[config.mk]
export PLATFORM = sky130hd
export DESIGN_NAME = alu_mc
export DESIGN_NICKNAME = d
export VERILOG_FILES = /design/src/rtl/alu_mc_pkg.sv /design/src/rtl/alu_mc_mul_iter.sv /design/src/rtl/alu_mc.sv
export SDC_FILE = /design/constraint.sdc
export NUM_CORES = 1
export LEC_CHECK = 0
export BUFFER_PORTS_ARGS = -buffer_cell sky130_fd_sc_hd__buf_2
export CORE_ASPECT_RATIO = 1.2
export CORE_MARGIN = 2
export CORE_UTILIZATION = 55
export CTS_CLUSTER_SIZE = 14
export DETAILED_ROUTE_END_ITERATION = 10
export PLACE_DENSITY = 0.84
export SETUP_SLACK_MARGIN = 0.5
export SYNTH_ARGS = -nofsm -noshare
export SYNTH_HDL_FRONTEND = slang
export SYNTH_SLANG_ARGS = --single-unit
[constraint.sdc]
create_clock -name clk -period 6.3 [get_ports clk]
set_input_delay 0.63 -clock clk [delete_from_list [all_inputs] [get_ports clk]]
set_output_delay 0.63 -clock clk [all_outputs]
set_load 0.005 [all_outputs]
[src/rtl/alu_mc_pkg.sv]
// alu_defs: shared definitions for the alu_mc execution unit.
//   WORD        default datapath width (matches `WORD in the legacy code)
//   WORD_CNTW   default iteration-counter width for the multiplier
//   OP_*        5-bit operation codes; anything above OP_LAST is undefined
//   state_t     alu_mc control states
package alu_defs;

    localparam int unsigned WORD      = 16;
    localparam int unsigned WORD_CNTW = 4;

    localparam logic [4:0] OP_ADD  = 5'd0;
    localparam logic [4:0] OP_SUB  = 5'd1;
    localparam logic [4:0] OP_AND  = 5'd2;
    localparam logic [4:0] OP_OR   = 5'd3;
    localparam logic [4:0] OP_XOR  = 5'd4;
    localparam logic [4:0] OP_NOT  = 5'd5;
    localparam logic [4:0] OP_SHL  = 5'd6;
    localparam logic [4:0] OP_SHR  = 5'd7;
    localparam logic [4:0] OP_SRA  = 5'd8;
    localparam logic [4:0] OP_SLT  = 5'd9;
    localparam logic [4:0] OP_MUL  = 5'd10;
    localparam logic [4:0] OP_LAST = 5'd10;

    typedef enum logic [1:0] {
        IDLE = 2'd0,
        MUL  = 2'd1,
        DONE = 2'd2
    } state_t;

    function automatic logic op_defined(input logic [4:0] op);
        return op <= OP_LAST;
    endfunction

endpackage

[src/rtl/alu_mc_mul_iter.sv]
// alu_mul_iter: iterative shift-add multiplier datapath, sequenced by alu_mc.
//   clk, reset  clock and synchronous active-high reset
//   start       load mcand=x, mplier=y, clear acc and cnt
//   step        perform one shift-add iteration
//   x, y        operands, captured on start
//   done        high during the final iteration (cnt == WIDTH-1 while stepping)
//   product     accumulator including the current iteration's add; valid with done
// Always runs WIDTH iterations; there is no early exit on a zero multiplier.
module alu_mul_iter
    import alu_defs::*;
#(
    parameter int unsigned WIDTH = WORD,
    parameter int unsigned CNTW  = WORD_CNTW
) (
    input  logic             clk,
    input  logic             reset,
    input  logic             start,
    input  logic             step,
    input  logic [WIDTH-1:0] x,
    input  logic [WIDTH-1:0] y,
    output logic             done,
    output logic [WIDTH-1:0] product
);

    logic [WIDTH-1:0] mcand;
    logic [WIDTH-1:0] mplier;
    logic [WIDTH-1:0] acc;
    logic [WIDTH-1:0] acc_next;
    logic [CNTW-1:0]  cnt;

    // Bits carried past WIDTH are dropped: the product is modulo 2^WIDTH.
    always_comb begin
        acc_next = acc;
        if (mplier[0]) begin
            acc_next = acc + mcand;
        end
    end

    always_ff @(posedge clk) begin
        if (reset) begin
            mcand  <= '0;
            mplier <= '0;
            acc    <= '0;
            cnt    <= '0;
        end else if (start) begin
            mcand  <= x;
            mplier <= y;
            acc    <= '0;
            cnt    <= '0;
        end else if (step) begin
            acc    <= acc_next;
            mcand  <= mcand << 1;
            mplier <= mplier >> 1;
            cnt    <= cnt + 1'b1;
        end
    end

    assign done    = step && (cnt == CNTW'(WIDTH - 1));
    assign product = acc_next;

endmodule

[src/rtl/alu_mc.sv]
// alu_mc: clocked, handshaked ALU responder between issue and writeback.
//   clk, reset          clock and synchronous active-high reset
//   in_valid/in_ready   request handshake; request is op, x, y
//   out_valid/out_ready result handshake; result is z, z_zero, bad_op
//   z                   result word (modulo 2^WIDTH)
//   z_zero              z == 0
//   bad_op              op was not a defined encoding (z forced to 0)
// Single-cycle ops return one cycle after accept; MUL returns WIDTH+1 cycles
// after accept. The result is held until taken; one request in flight at most.
module alu_mc
    import alu_defs::*;
#(
    parameter int unsigned WIDTH = WORD,
    parameter int unsigned CNTW  = WORD_CNTW
) (
    input  logic             clk,
    input  logic             reset,
    input  logic             in_valid,
    output logic             in_ready,
    input  logic [4:0]       op,
    input  logic [WIDTH-1:0] x,
    input  logic [WIDTH-1:0] y,
    output logic             out_valid,
    input  logic             out_ready,
    output logic [WIDTH-1:0] z,
    output logic             z_zero,
    output logic             bad_op
);

    state_t state;
    state_t state_next;

    logic             accept;
    logic             mul_start;
    logic             mul_step;
    logic             mul_done;
    logic [WIDTH-1:0] mul_product;
    logic             load_z;
    logic [WIDTH:0]   sc_result;

    // Returns {bad, result}. Shifts use only y[3:0].
    function automatic logic [WIDTH:0] single_cycle(
        input logic [4:0]       f_op,
        input logic [WIDTH-1:0] a,
        input logic [WIDTH-1:0] b
    );
        logic [WIDTH-1:0] r;
        logic             bad;
        r   = '0;
        bad = 1'b0;
        case (f_op)
            OP_ADD:  r = a + b;
            OP_SUB:  r = a - b;
            OP_AND:  r = a & b;
            OP_OR:   r = a | b;
            OP_XOR:  r = a ^ b;
            OP_NOT:  r = ~a;
            OP_SHL:  r = a << b[3:0];
            OP_SHR:  r = a >> b[3:0];
            OP_SRA:  r = WIDTH'($signed(a) >>> b[3:0]);
            OP_SLT:  r = {{(WIDTH-1){1'b0}}, ($signed(a) < $signed(b))};
            OP_MUL:  r = '0;
            default: bad = !op_defined(f_op);
        endcase
        return {bad, r};
    endfunction

    assign in_ready  = (state == IDLE);
    assign out_valid = (state == DONE);
    assign accept    = in_valid && in_ready;
    assign sc_result = single_cycle(op, x, y);

    always_comb begin
        state_next = state;
        mul_start  = 1'b0;
        load_z     = 1'b0;
        case (state)
            IDLE: begin
                if (accept) begin
                    if (op == OP_MUL) begin
                        mul_start  = 1'b1;
                        state_next = MUL;
                    end else begin
                        load_z     = 1'b1;
                        state_next = DONE;
                    end
                end
            end
            MUL: begin
                if (mul_done) begin
                    state_next = DONE;
                end
            end
            DONE: begin
                // Returning to IDLE here means a new request can only be
                // accepted on the edge after the result is taken.
                if (out_ready) begin
                    state_next = IDLE;
                end
            end
            default: state_next = IDLE;
        endcase
    end

    assign mul_step = (state == MUL);

    always_ff @(posedge clk) begin
        if (reset) begin
            state <= IDLE;
        end else begin
            state <= state_next;
        end
    end

    always_ff @(posedge clk) begin
        if (reset) begin
            z      <= '0;
            bad_op <= 1'b0;
        end else if (load_z) begin
            z      <= sc_result[WIDTH-1:0];
            bad_op <= sc_result[WIDTH];
        end else if (mul_done) begin
            z      <= mul_product;
            bad_op <= 1'b0;
        end
    end

    assign z_zero = (z == '0);

    alu_mul_iter #(
        .WIDTH (WIDTH),
        .CNTW  (CNTW)
    ) u_mul (
        .clk     (clk),
        .reset   (reset),
        .start   (mul_start),
        .step    (mul_step),
        .x       (x),
        .y       (y),
        .done    (mul_done),
        .product (mul_product)
    );

endmodule
==> results.py <==
metrics = {
    "clock_network": {
        "clockBufferDepth": 2,
        "hold_buffers": 0,
        "clock_latency_ns": 0.35,
        "cts_repair_resize_count": 0,
        "cts_tree": "yes",
        "clock-sinks": 71,
        "cts_root_buf": "clkbuf_16",
        "clkTransAtPathRegs_ns": 0.06,
        "htreeDepth": 3,
        "postCtsSetupBuffers": 0,
        "numCtsBuffers": 9,
    },
    "drt": {
        "dr.pass1.iters": 5,
        "vias_per_cell": 6.85,
        "drcViolationCount": 0,
        "vias": 8690,
        "drt_iter0_drc": 1054,
        "wl_per_cell_um": 23.0,
        "antenna_left": 0,
        "totalWireLength_um": 29200,
    },
    "worst_setup_path": {
        "r2r_start": "u_mul.mcand[0]$_SDFFE_PP0P_",
        "critPathLaunchType": "input port",
        "crit_path_end_kind": "flop",
        "path_class": "input port to flop",
        "r2r_setup_slack_ns": 3.25,
        "cp.required_ns": 6.53,
        "worst-path-max-fanout": 40,
        "r2r_cells": 11,
        "r2r_end": "z[6]$_SDFFE_PP0P_",
        "arrival_ns": 4.25,
    },
    "worst_hold_path": {
        "min_from": "u_mul.mplier[14]$_SDFFE_PP0P_",
        "hp-class": "flop to flop",
        "holdPathStages": 2,
        "whs_endpoint": "u_mul.mplier[14]$_SDFFE_PP0P_",
    },
    "synthesis": {
        "synth_nets": 1200,
        "synth_warnings": 0,
        "synth_top_area_share_pct": 18.0,
        "ys_async_sr_fraction_pct": 0,
        "syn_area_mm2": 0.00791,
        "syn_avg_cell_area_um2": 7.27,
        "ys_seq_area_share_pct": 18.0,
        "syn_inst": 1089,
        "ys_top_cells_by_area": "dfxtp_1 18%, ha_1 11%, nor2_1 6.3%",
        "synth_flop_cell": "dfxtp_1",
        "synth_seq_cells": 71,
        "synth.largest_area_cell": "dfxtp_1",
        "synth_edf_count": 0,
        "synth.distinct_cells": 82,
    },
    "floorplan": {
        "dieHeight_um": 135,
        "io-pin-count": 61,
        "core_area_mm2": 0.0142,
        "die_w_um": 113,
        "initial_core_util_pct": 55.6,
        "rows": 48,
        "die-area_mm2": 0.0154,
    },
    "sta": {
        "rsz0062_at_grt": "no",
        "setup_viol": 0,
        "slew_headroom_pct": 23.3,
        "skew_ns": 0.00895,
        "finalSetupTns_ns": 0,
        "fin_crit_sh_pct": 63.8,
        "tightest_slew_ns": 1.12,
        "finalHoldViolations": 0,
        "period_minus_slack_ns": 4.02,
        "timing.final.max_slew_violations": 0,
        "clock.fmax_mhz": 249,
    },
    "cells_and_area": {
        "utilization_pct": 59.4,
        "drive_above_1_share_pct": 11.7,
        "area_growth_pct": 6.83,
        "antenna_cells": 0,
        "instances_no_fill": 1269,
        "final_area_mm2": 0.00845,
        "nets": 1200,
        "final_cell_mix": "132 x nor2_1, 126 x nand2_1, 85 x a21oi_1",
        "final_common_cell": "nor2_1",
    },
    "global_route": {
        "grt_max_degree": 55,
        "antenna_found_initial": 0,
        "grt.total_usage_pct": 38.4,
        "grt_pass1_wl_um": 45700,
        "grt_pass1_vias": 8001,
        "gr-total-overflow": 0,
    },
    "power": {
        "powerDensity_mw_per_mm2": 157,
        "total_power_mw": 1.33,
        "max-vdd-ir-drop_mv": 0.116,
        "p_leak_nw": 3.40,
    },
    "place": {
        "dp.cells": 1253,
        "gp_congestion": 1.01,
        "placed_cell_area_mm2": 0.00818,
        "numPortBuffers": 60,
        "hpwl_um": 21400,
    },
    "status": {
        "status": "finished, final reports clean",
    },
    "flow_run": {
        "cap_violations": 0,
    },
}
==> report_power, final <==
| group | switching, mW | internal (mW) |
|---|---|---|
| combinational | 0.245 | 0.134 |
| sequential | 0.00921 | 0.458 |
| clock | 0.215 | 0.269 |
==> stage by stage <==
stage / worst slack (ns) / hold slack (ns)
after floorplan: 2.70 / 0.437
after global placement: 2.08 / 0.443
after detailed placement: 1.99 / 0.448
after CTS: 2.35 / 0.457
after global routing: 1.97 / 0.477
final: 2.28 / 0.455
==> cells by family after synthesis <==
group	share of synthesized area, %
compound gates	30.5
flops	18.0
simple gates	22.7
fa+ha+maj	11.4
mux	9.16
xor+xnor	1.33
buf+inv	6.97
==> synthesized netlist by cell type (4+ instances only) <==
library cell / instances
a2111oi_0: 8
a211o_1: 5
a211oi_1: 23
a21boi_0: 4
a21o_1: 10
a21oi_1: 85
a221oi_1: 7
a22o_1: 5
a22oi_1: 22
a2bb2oi_1: 4
a311oi_1: 19
a31oi_1: 14
and3_1: 7
buf_1: 9
buf_2: 9
clkbuf_1: 62
dfxtp_1: 71
ha_1: 67
inv_1: 53
mux2_2: 12
mux2i_1: 27
mux4_2: 13
nand2_1: 126
nand2b_1: 14
nand3_1: 18
nand4_1: 6
nor2_1: 132
nor2b_1: 13
nor3_1: 32
nor3b_1: 6
nor4_1: 9
o2111ai_1: 5
o211ai_1: 16
o21ai_0: 54
o21ai_1: 5
o21bai_1: 8
o221ai_1: 7
o22ai_1: 7
o31a_1: 4
o31ai_1: 9
or3_1: 6
or4_1: 5
xnor2_1: 7
xor2_1: 5
==> how the worst max path moves through the flow <==
stage,from,endpoint,slack [ns],cells after the start
after floorplan,y[1],z[11]$_SDFFE_PP0P_,2.70,12
after global placement,y[1],z[11]$_SDFFE_PP0P_,2.08,11
after detailed placement,y[1],z[11]$_SDFFE_PP0P_,1.99,11
after CTS,y[1],z[11]$_SDFFE_PP0P_,2.35,11
after global routing,y[1],z[11]$_SDFFE_PP0P_,1.97,11
final,y[1],z[11]$_SDFFE_PP0P_,2.28,11
==> critical path, cell delays in order <==
cell and delay (ns):
buf_2 0.62, inv_2 0.39, ha_1 0.44, or2_1 0.27, a221oi_2 0.36, o21bai_1 0.15, a2111oi_2 0.39, a2111oi_0 0.15
a221o_1 0.31, a2111oi_0 0.43, o21bai_1 0.10
==> layout make-up <==
class | count | area (um^2)
clock inverter | 6 | 45.0
fill | 1372 | 5780
timing repair buffer | 72 | 390
multi-input combinational | 880 | 5940
tap | 175 | 219
sequential | 71 | 1420
clock buffer | 10 | 229
inverter | 55 | 206
==> registers in the layout, summed over array words and instances (netlist names) <==
name,flops
u_mul.acc,16
u_mul.mcand,16
u_mul.cnt,4
bad_op,1
state,2
u_mul.mplier,16
z,16
==> per-layer routing <==
metal | vias up | GRT usage, % | part of all wire [%]
li1 | 4014 | - | -
met1 | 4128 | 50.7 | 41
met2 | 465 | 60.4 | 45
met3 | 83 | 6.40 | 8.2
met4 | 0 | 19.7 | 5.3
met5 | - | 0 | 0
No activity file was read; power rests on OpenSTA's default activity.
